File: src/rtl/uart_tx_fifo_pkg.sv
// Shared constants and types for the UART transmit FIFO.
// Status bit positions are consumed by software headers; keep them in sync.
package uart_tx_fifo_pkg;

   localparam int unsigned BUS_WIDTH        = 32;
   localparam int unsigned BYTE_WIDTH       = 8;

   // Status word layout returned on a bus read
   localparam int unsigned STATUS_EMPTY_BIT = 0;
   localparam int unsigned STATUS_FULL_BIT  = 1;
   localparam int unsigned STATUS_COUNT_LSB = 8;
   localparam int unsigned STATUS_COUNT_MSB = 15;

   // Drain state machine towards the downstream transmitter
   typedef enum logic [1:0] {
      DRAIN_IDLE    = 2'd0,
      DRAIN_REQUEST = 2'd1,
      DRAIN_RELEASE = 2'd2
   } drain_state_t;

   // Assemble the status word from its fields
   function automatic logic [BUS_WIDTH-1:0] status_word(
      input logic [7:0] count,
      input logic       full,
      input logic       empty
   );
      logic [BUS_WIDTH-1:0] w_word;
      w_word = '0;
      w_word[STATUS_COUNT_MSB:STATUS_COUNT_LSB] = count;
      w_word[STATUS_FULL_BIT]                   = full;
      w_word[STATUS_EMPTY_BIT]                  = empty;
      return w_word;
   endfunction

endpackage

File: src/rtl/uart_tx_fifo_sync_fifo.sv
// Single-clock byte FIFO: storage, wrapping pointers and an occupancy count.
// Full/empty come straight from the registered count, so a push while full
// is refused even when a pop happens on the same edge.
module sync_fifo
   import uart_tx_fifo_pkg::*;
#(
   parameter int DEPTH      = 16,
   parameter int ADDR_WIDTH = 4
) (
   input  logic                  i_clock,
   input  logic                  i_reset,
   input  logic                  i_push,
   input  logic                  i_pop,
   input  logic [BYTE_WIDTH-1:0] i_wdata,
   output logic [BYTE_WIDTH-1:0] o_rdata,
   output logic [ADDR_WIDTH:0]   o_count,
   output logic                  o_full,
   output logic                  o_empty
);

   logic [BYTE_WIDTH-1:0] r_mem [DEPTH];
   logic [ADDR_WIDTH-1:0] r_wr_ptr;
   logic [ADDR_WIDTH-1:0] r_rd_ptr;
   logic [ADDR_WIDTH:0]   r_count;
   logic                  w_do_push;
   logic                  w_do_pop;

   assign o_full    = (r_count == (ADDR_WIDTH+1)'(DEPTH));
   assign o_empty   = (r_count == '0);
   assign o_count   = r_count;
   assign o_rdata   = r_mem[r_rd_ptr];

   assign w_do_push = i_push & ~o_full;
   assign w_do_pop  = i_pop & ~o_empty;

   // Storage write; contents are not reset
   always_ff @(posedge i_clock) begin
      if (w_do_push) begin
         r_mem[r_wr_ptr] <= i_wdata;
      end
   end

   // Pointers wrap naturally at DEPTH; count tracks net push/pop
   always_ff @(posedge i_clock or posedge i_reset) begin
      if (i_reset) begin
         r_wr_ptr <= '0;
         r_rd_ptr <= '0;
         r_count  <= '0;
      end else begin
         if (w_do_push) begin
            r_wr_ptr <= r_wr_ptr + ADDR_WIDTH'(1);
         end
         if (w_do_pop) begin
            r_rd_ptr <= r_rd_ptr + ADDR_WIDTH'(1);
         end
         case ({w_do_push, w_do_pop})
            2'b10:   r_count <= r_count + (ADDR_WIDTH+1)'(1);
            2'b01:   r_count <= r_count - (ADDR_WIDTH+1)'(1);
            default: r_count <= r_count;
         endcase
      end
   end

endmodule

File: src/rtl/uart_tx_fifo.sv
// Bus-facing transmit FIFO in front of a UART transmitter.
// Writes push a byte (stalling while full), reads return a status word, and a
// small drain FSM hands queued bytes to the transmitter one at a time.
module uart_tx_fifo
   import uart_tx_fifo_pkg::*;
#(
   parameter int DEPTH      = 16,
   parameter int ADDR_WIDTH = 4
) (
   input  logic                 i_clock,
   input  logic                 i_reset,
   input  logic                 i_request,
   input  logic                 i_rw,
   input  logic [BUS_WIDTH-1:0] i_wdata,
   output logic [BUS_WIDTH-1:0] o_rdata,
   output logic                 o_ready,
   output logic                 o_tx_request,
   output logic [BUS_WIDTH-1:0] o_tx_wdata,
   input  logic                 i_tx_ready,
   output logic                 o_empty
);

   logic                  r_done;
   drain_state_t          r_state;
   logic                  r_tx_request;
   logic [BUS_WIDTH-1:0]  r_tx_wdata;

   logic                  w_push;
   logic                  w_pop;
   logic                  w_full;
   logic                  w_empty;
   logic [ADDR_WIDTH:0]   w_count;
   logic [BYTE_WIDTH-1:0] w_head;
   logic                  w_read_active;
   logic                  w_unused_wdata;

   assign w_unused_wdata = ^i_wdata[BUS_WIDTH-1:BYTE_WIDTH];

   // A write is taken once per request, only when there is room
   assign w_push = i_request & i_rw & ~r_done & ~w_full;
   // The transmitter's ready while requesting is the byte handoff
   assign w_pop  = (r_state == DRAIN_REQUEST) & i_tx_ready;

   sync_fifo #(
      .DEPTH      (DEPTH),
      .ADDR_WIDTH (ADDR_WIDTH)
   ) u_fifo (
      .i_clock (i_clock),
      .i_reset (i_reset),
      .i_push  (w_push),
      .i_pop   (w_pop),
      .i_wdata (i_wdata[BYTE_WIDTH-1:0]),
      .o_rdata (w_head),
      .o_count (w_count),
      .o_full  (w_full),
      .o_empty (w_empty)
   );

   // Done flag: set when the access completes, cleared once the request drops
   always_ff @(posedge i_clock or posedge i_reset) begin
      if (i_reset) begin
         r_done <= 1'b0;
      end else if (!i_request) begin
         r_done <= 1'b0;
      end else if (!r_done && (!i_rw || !w_full)) begin
         r_done <= 1'b1;
      end
   end

   assign o_ready       = r_done & i_request;
   assign w_read_active = o_ready & ~i_rw;
   // count[7:0] truncates/zero-extends the DEPTH+1 range into the 8-bit field
   assign o_rdata       = w_read_active ? status_word(8'(w_count), w_full, w_empty) : '0;
   assign o_empty       = w_empty;

   // Drain FSM: latch head byte, request until accepted, wait for ready to drop
   always_ff @(posedge i_clock or posedge i_reset) begin
      if (i_reset) begin
         r_state      <= DRAIN_IDLE;
         r_tx_request <= 1'b0;
         r_tx_wdata   <= '0;
      end else begin
         case (r_state)
            DRAIN_IDLE: begin
               if (!w_empty) begin
                  r_tx_wdata   <= BUS_WIDTH'(w_head);
                  r_tx_request <= 1'b1;
                  r_state      <= DRAIN_REQUEST;
               end
            end
            DRAIN_REQUEST: begin
               if (i_tx_ready) begin
                  r_tx_request <= 1'b0;
                  r_state      <= DRAIN_RELEASE;
               end
            end
            DRAIN_RELEASE: begin
               if (!i_tx_ready) begin
                  r_state <= DRAIN_IDLE;
               end
            end
            default: begin
               r_tx_request <= 1'b0;
               r_state      <= DRAIN_IDLE;
            end
         endcase
      end
   end

   assign o_tx_request = r_tx_request;
   assign o_tx_wdata   = r_tx_wdata;

endmodule
File: config.mk
export PLATFORM = sky130hd
export DESIGN_NAME = uart_tx_fifo
export DESIGN_NICKNAME = d
export VERILOG_FILES = /design/src/rtl/uart_tx_fifo_pkg.sv /design/src/rtl/uart_tx_fifo_sync_fifo.sv /design/src/rtl/uart_tx_fifo.sv
export SDC_FILE = /design/constraint.sdc
export NUM_CORES = 1
export LEC_CHECK = 0
export ABC_AREA = 0
export BUFFER_PORTS_ARGS = -buffer_cell sky130_fd_sc_hd__buf_2
export CORE_MARGIN = 1
export CORE_UTILIZATION = 45
export DETAILED_ROUTE_END_ITERATION = 7
export HOLD_SLACK_MARGIN = 0.1
export MAX_ROUTING_LAYER = met4
export PLACE_DENSITY = 0.68
export SLEW_MARGIN = 20
export SYNTH_ARGS = -nofsm -noshare
export SYNTH_HDL_FRONTEND = slang
export SYNTH_SLANG_ARGS = --single-unit
export TNS_END_PERCENT = 20
File: constraint.sdc
create_clock -name i_clock -period 2.4 [get_ports i_clock]
set_input_delay 0.24 -clock i_clock [delete_from_list [all_inputs] [get_ports i_clock]]
set_output_delay 0.24 -clock i_clock [all_outputs]
set_load 0.05 [all_outputs]
# == After elaboration in Yosys (flattened, before gate mapping) ==
# Memory sizes are Yosys's and may differ from the RTL's. A register that Yosys moved wholly into a read port is not among the register bits.
# Index checks and enable logic that the tools add are counted.
# word_totals
romBits,0
ram_bits,128
word_cells,57
latchBits,0
ff_bits,17
n_memories,1
# mem_list
name,depth,width,read_ports,rd_ports_with_merged_regs,wr,line_no,source
u_fifo.r_mem,16,8,1,1,1,uart_tx_fifo_sync_fifo.sv:21,logic [BYTE_WIDTH-1:0] r_mem [DEPTH];
# classes
reduce_logical,11
div_mod_pow,0
add_sub_neg,4
n_eq_ne,9
shift,0
mux,13
bitwise_logic,13
n_lt_le_gt_ge,0
multipliers,0
# ops
cell,count
$mux W13,1
$pmux W5 S2,1
$add A4 B1 Y4 const B,2
$and A1 B1 Y1,8
$mux W1,6
$mux W2,3
$ne A2 B2 Y1 const B,3
$pmux W2 S3,1
$reduce_and A3 Y1,2
$add A5 B1 Y5 const B,1
$eq A5 B5 Y1 const B,1
$logic_not A5 Y1,1
$not A1 Y1,5
$sub A5 B1 Y5 const B,1
$eq A2 B1 Y1 const B,2
$eq A2 B2 Y1 const B,2
$logic_not A1 Y1,3
$pmux W1 S3,1
$logic_not A2 Y1,1
$ne A2 B1 Y1 const B,1
$reduce_and A2 Y1,1
$reduce_bool A2 Y1,1
$logic_and A1 B1 Y1,1
$logic_or A1 B1 Y1,1

# == Longest topological paths before layout ==
# depth
depth_word,6
ltp_mapped,12

# == Cells and area by module ==
# A second synthesis with hierarchy kept.
# unflattened
hier_cells,426
hier_area_um2,6721.4
# by_module_without_submodules
mod,area_each_um2,n_inst,cells_per_inst,seq_area_each_um2
sync_fifo,5796.8,1,333,4169.0
uart_tx_fifo,924.6,1,93,300.3

# == Worst setup path after synthesis ==
# No wires, ideal clock.
# synth_timing
path_kind,register -> register
startpoint,"reg u_fifo.r_count[1], in the netlist u_fifo.o_count[1]"
endpoint,"reg u_fifo.r_count[4], in the netlist u_fifo.o_count[4]"
stages_incl_launch_ff,13
period_less_slack_ns,2.490
path_slack_ns,-0.090
arrival_ns,2.365
path_cell_list,dfrtp_1 buf_2 nor4_4 a21oi_2 inv_1 ha_1 clkbuf_1 xor2_1 ha_1 and3b_1 o21ai_0 a31oi_1 xnor2_1
# synth_between
elab_chain_cells,6
# synth_lines
element,line_no,source
"start, declared",uart_tx_fifo_sync_fifo.sv:24,logic [ADDR_WIDTH:0] r_count;
"start signal, assigned",uart_tx_fifo_sync_fifo.sv:57,2'b10: r_count <= r_count + (ADDR_WIDTH+1)'(1);
"start signal, assigned",uart_tx_fifo_sync_fifo.sv:58,2'b01: r_count <= r_count - (ADDR_WIDTH+1)'(1);
"start signal, assigned",uart_tx_fifo_sync_fifo.sv:59,default: r_count <= r_count;
$eq A5 B5 Y1,uart_tx_fifo_sync_fifo.sv:28,assign o_full = (r_count == (ADDR_WIDTH+1)'(DEPTH));
$not A1 Y1,"uart_tx_fifo_sync_fifo.sv:33, uart_tx_fifo.sv:40",
$and A1 B1 Y1,uart_tx_fifo.sv:40,assign w_push = i_request & i_rw & ~r_done & ~w_full;
$and A1 B1 Y1,uart_tx_fifo_sync_fifo.sv:33,assign w_do_push = i_push & ~o_full;
$eq A2 B1 Y1 / $eq A2 B2 Y1 (equally long branches),uart_tx_fifo_sync_fifo.sv:56,"case ({w_do_push, w_do_pop})"
$pmux W5 S2 / $reduce_bool A2 Y1 (equally long branches),--,
# Several ways; a longest one is shown, not always the timed one.
# A chain may end at the register's enable or synchronous reset.

# == Worst setup path after layout ==
# layout_timing
startpoint,in i_rw
endpoint,"mem u_fifo.r_mem[10][6], enable pin"
# layout_between
elab_chain_cells,6
# layout_lines
element,line_no,source
"start, declared",uart_tx_fifo.sv:13,"input logic i_rw,"
$and A1 B1 Y1 (3 in a row),uart_tx_fifo.sv:40,
$and A1 B1 Y1,uart_tx_fifo_sync_fifo.sv:33,
$mux W1,uart_tx_fifo_sync_fifo.sv:38,if (w_do_push) begin
$mux W1 (implied by the code),uart_tx_fifo_sync_fifo.sv:39,r_mem[r_wr_ptr] <= i_wdata;
"end, declared",uart_tx_fifo_sync_fifo.sv:21,
# No other way between the ends.

==> flow_metrics.env <==
export IMPL_status="finished clean"
export IMPL_critPathMaxFanout=8
export IMPL_yosys_area_share_adder_pct=1.51
export IMPL_hold_ws_ps=133
export IMPL_period_share_pct=92.7
export IMPL_synth_mux_area_fraction_pct=13.6
export IMPL_clock_skew_ps=8.22
export IMPL_nFillCells=1158
export IMPL_finalSetupTns_ps=0
export IMPL_antenna_left=0
export IMPL_drc=0
export IMPL_vias_per_cell=5.20
export IMPL_syn_to_final_growth_pct=13.6
export IMPL_port_buffer_count=30
export IMPL_min_to="r_done$_DFFE_PP0P_"
export IMPL_grt_pass1_vias=3399
export IMPL_grt_first_pass_wirelength_mm=19.1
export IMPL_clk_latency_ps=410
export IMPL_cts_root_buf="clkbuf_16"
export IMPL_setup_violations=0
export IMPL_yosysUniqueCellTypes=43
export IMPL_synth_seq_cells=153
export IMPL_reg2reg_depth=6
export IMPL_syn_cell_area_um2=6630
export IMPL_cts_sinks=153
export IMPL_fp_dieArea_um2=15200
export IMPL_cellPowerDensity_nw_per_um2=1180
export IMPL_worst_r2r_setup_slack_ps=200
export IMPL_relSlewSlack_pct=33.6
export IMPL_hpwl_mm=7.67
export IMPL_synthArstFlopShare_pct=16.3
export IMPL_overflow=0
export IMPL_finalNetCount=488
export IMPL_cts_tree="built"
export IMPL_num_rows=44
export IMPL_start_util_pct=45.8
export IMPL_synth_compound_area_share_pct=3.56
export IMPL_cp_end_kind="flip-flop"
export IMPL_critical_path_arrival_ps=2250
export IMPL_synth_top_family_by_area="multiplexers"
export IMPL_path_clk_slew_ps=50
export IMPL_yosysWarnings=0
export IMPL_antenna_cells=0
export IMPL_path_class="input port to flip-flop"
export IMPL_grtUsageTotal_pct=18.3
export IMPL_synthCells=387
export IMPL_worstMarginPinSlew_ps=992
export IMPL_finalWeightedCongestion=0.735
export IMPL_dr_total_vias=3330
export IMPL_wl_per_cell_um=19.3
export IMPL_required_ps=2430
export IMPL_synth_avg_cell_area_um2=17.1
export IMPL_fin_area_um2=7540
export IMPL_antenna_found_initial=0
export IMPL_ioPinCount=104
export IMPL_fmax_ghz=0.449
export IMPL_min_path_cells=3
export IMPL_hp_start="i_request"
export IMPL_rr_endpoint="u_fifo.r_mem[10][6]$_DFFE_PP_"
export IMPL_cts_max_level=4
export IMPL_synthXorXnorAreaFrac_pct=1.72
export IMPL_multi_input_comb_area_um2=1880
export IMPL_drv_cap=0
export IMPL_post_dp_cell_area_um2=6950
export IMPL_total_power_mw=8.87
export IMPL_drtIter0Drc=267
export IMPL_drive_above_1_share_pct=28.9
export IMPL_fin_util_pct=52.0
export IMPL_coreArea_um2=14500
export IMPL_min_period_ps=2230
export IMPL_numCtsBuffers=17
export IMPL_hold_path_class="input port to flip-flop"
export IMPL_wirelength_mm=12.4
export IMPL_die_y_um=123
export IMPL_ys_dominant_reg_cell="edfxtp_1"
export IMPL_yosys_area_share_simple_pct=4.81
export IMPL_vdd_drop_max_mv=0.469
export IMPL_clock_path_buffers=2
export IMPL_leakage_nw=2.75
export IMPL_dp_cells=605
export IMPL_timing_rr_start="u_fifo.o_count[2]$_DFFE_PP0P_"
export IMPL_post_place_ws_ps=138
export IMPL_final_cell_count_no_fill=640
export IMPL_start_kind="input port"
export IMPL_finalHoldViolations=0
export IMPL_setup_ws_ps=175
export IMPL_die_w_um=123
export IMPL_rsz0062_at_grt="no"
export IMPL_ys_seq_area_share_pct=67.4
export IMPL_synth_edf_count=128
export IMPL_dr_pass1_iters=4
export IMPL_slew_viol_final=0
export IMPL_grt_max_degree=34
export IMPL_seq_area_um2=4470
## cells by family (layout without fill, tap and decap cells)
| kind of cell | count (synthesis) | count (layout) |
|---|---|---|
| simple gates | 63 | 63 |
| other cells | 1 | 49 |
| xor+xnor | 13 | 13 |
| mux | 50 | 50 |
| fa+ha+maj | 8 | 8 |
| flops | 153 | 153 |
| compound gates | 25 | 25 |
| buf+inv | 74 | 95 |
## worst max path at each step
| stage | start | endpoint | slack [ps] | cells after the start |
|---|---|---|---|---|
| after floorplan | u_fifo.o_count[2]$_DFFE_PP0P_ | u_fifo.o_count[4]$_DFFE_PP0P_ | -9 | 12 |
| after global placement | u_fifo.o_count[1]$_DFFE_PP0P_ | u_fifo.r_mem[11][6]$_DFFE_PP_ | 210 | 6 |
| after detailed placement | u_fifo.o_count[0]$_DFFE_PP0P_ | u_fifo.r_mem[11][6]$_DFFE_PP_ | 140 | 6 |
| after CTS | u_fifo.o_count[0]$_DFFE_PP0P_ | u_fifo.r_mem[11][1]$_DFFE_PP_ | 130 | 6 |
| after global routing | i_rw | u_fifo.r_mem[15][6]$_DFFE_PP_ | 10 | 7 |
| final | i_rw | u_fifo.r_mem[10][6]$_DFFE_PP_ | 170 | 7 |
## power by group
| group | internal [mW] | leakage [nW] | switching, mW |
|---|---|---|---|
| logic | 1.25 | 1.04 | 1.76 |
| clock network | 1.43 | 0.263 | 1.05 |
| registers | 3.15 | 1.45 | 0.231 |
## layer usage
| metal | GRT usage, % | vias up | part of all wire, % |
|---|---|---|---|
| li1 | - | 1493 | - |
| met1 | 22.6 | 1707 | 42 |
| met2 | 29.5 | 120 | 52 |
| met3 | 4.84 | 10 | 5.1 |
| met4 | 6.10 | 0 | 0.92 |
| met5 | - | - | 0 |
## timing repair
item | 4_1_cts | 5_1_grt
buffers inserted | 0 | 0
hold buffers | 3 | 0
resized for setup | 0 | 2
hold endpoints to repair | 28 | 0
setup endpoints to repair | 0 | 9
## state kept, by name (all words and copies together) (netlist names)
signal           cells
r_state              2
u_fifo.o_count       5
u_fifo.r_mem       128
u_fifo.r_rd_ptr      4
r_done               1
o_tx_request         1
u_fifo.r_wr_ptr      4
o_tx_wdata           8
## cells in the final DEF, fill, tap and decap left out, types with 2 or more instances in the layout
master	instances
mux2i_1	16
clkinv_2	2
ha_2	2
conb_1	49
o221ai_2	8
dfrtp_1	24
buf_2	30
o21ai_0	3
nand3b_1	3
inv_1	7
nand2_1	18
nor3_1	5
buf_4	19
nor2_1	18
xnor2_1	7
mux2_2	2
nand4_1	2
dlygate4sd3_1	3
clkinvlp_4	3
clkinv_4	2
nand2b_1	2
ha_1	6
a21oi_1	3
and2_1	5
clkinv_1	2
inv_6	4
buf_12	2
nor2b_1	2
xor2_1	6
edfxtp_1	128
clkbuf_16	17
mux4_2	32
## worst max-delay path, cell delays in order
cell and delay, ps:
dlygate4sd3_1 520, buf_2 120, nand3b_1 120, a21oi_4 160, buf_4 190, nand2_1 120, nor2_1 770
## Yosys cell counts, types with 2 or more instances
library cell  number  area (um2)
xnor2_1            7        61.3
and2_1             5        31.3
buf_6              2        22.5
mux4_2            32         721
buf_4             50         375
ha_1               8         100
buf_2              6        30.0
nand2b_1           2        12.5
dfrtp_1           25         626
nand2_1           18        67.6
nor2_1            19        71.3
nand3b_1           3        22.5
mux2i_1           16         160
nand4_1            2        12.5
clkbuf_1           6        22.5
o21ai_0            4        20.0
a21oi_1            3        15.0
xor2_1             6        52.6
buf_1              2        7.51
nor2b_1            2        12.5
mux2_2             2        22.5
edfxtp_1         128        3840
nor3_1             5        25.0
inv_1              8        30.0
o221ai_2           8         120
## layout make-up
| class | instances | area share [%] |
|---|---|---|
| Sequential cell | 153 | 59.3 |
| Multi-Input combinational cell | 208 | 24.9 |
| Clock buffer | 18 | 5.69 |
| Timing Repair Buffer | 55 | 4.96 |
| Tap cell | 184 | 3.05 |
| Clock inverter | 14 | 1.63 |
| Inverter | 8 | 0.398 |
Power figures use the tool's default switching activity.
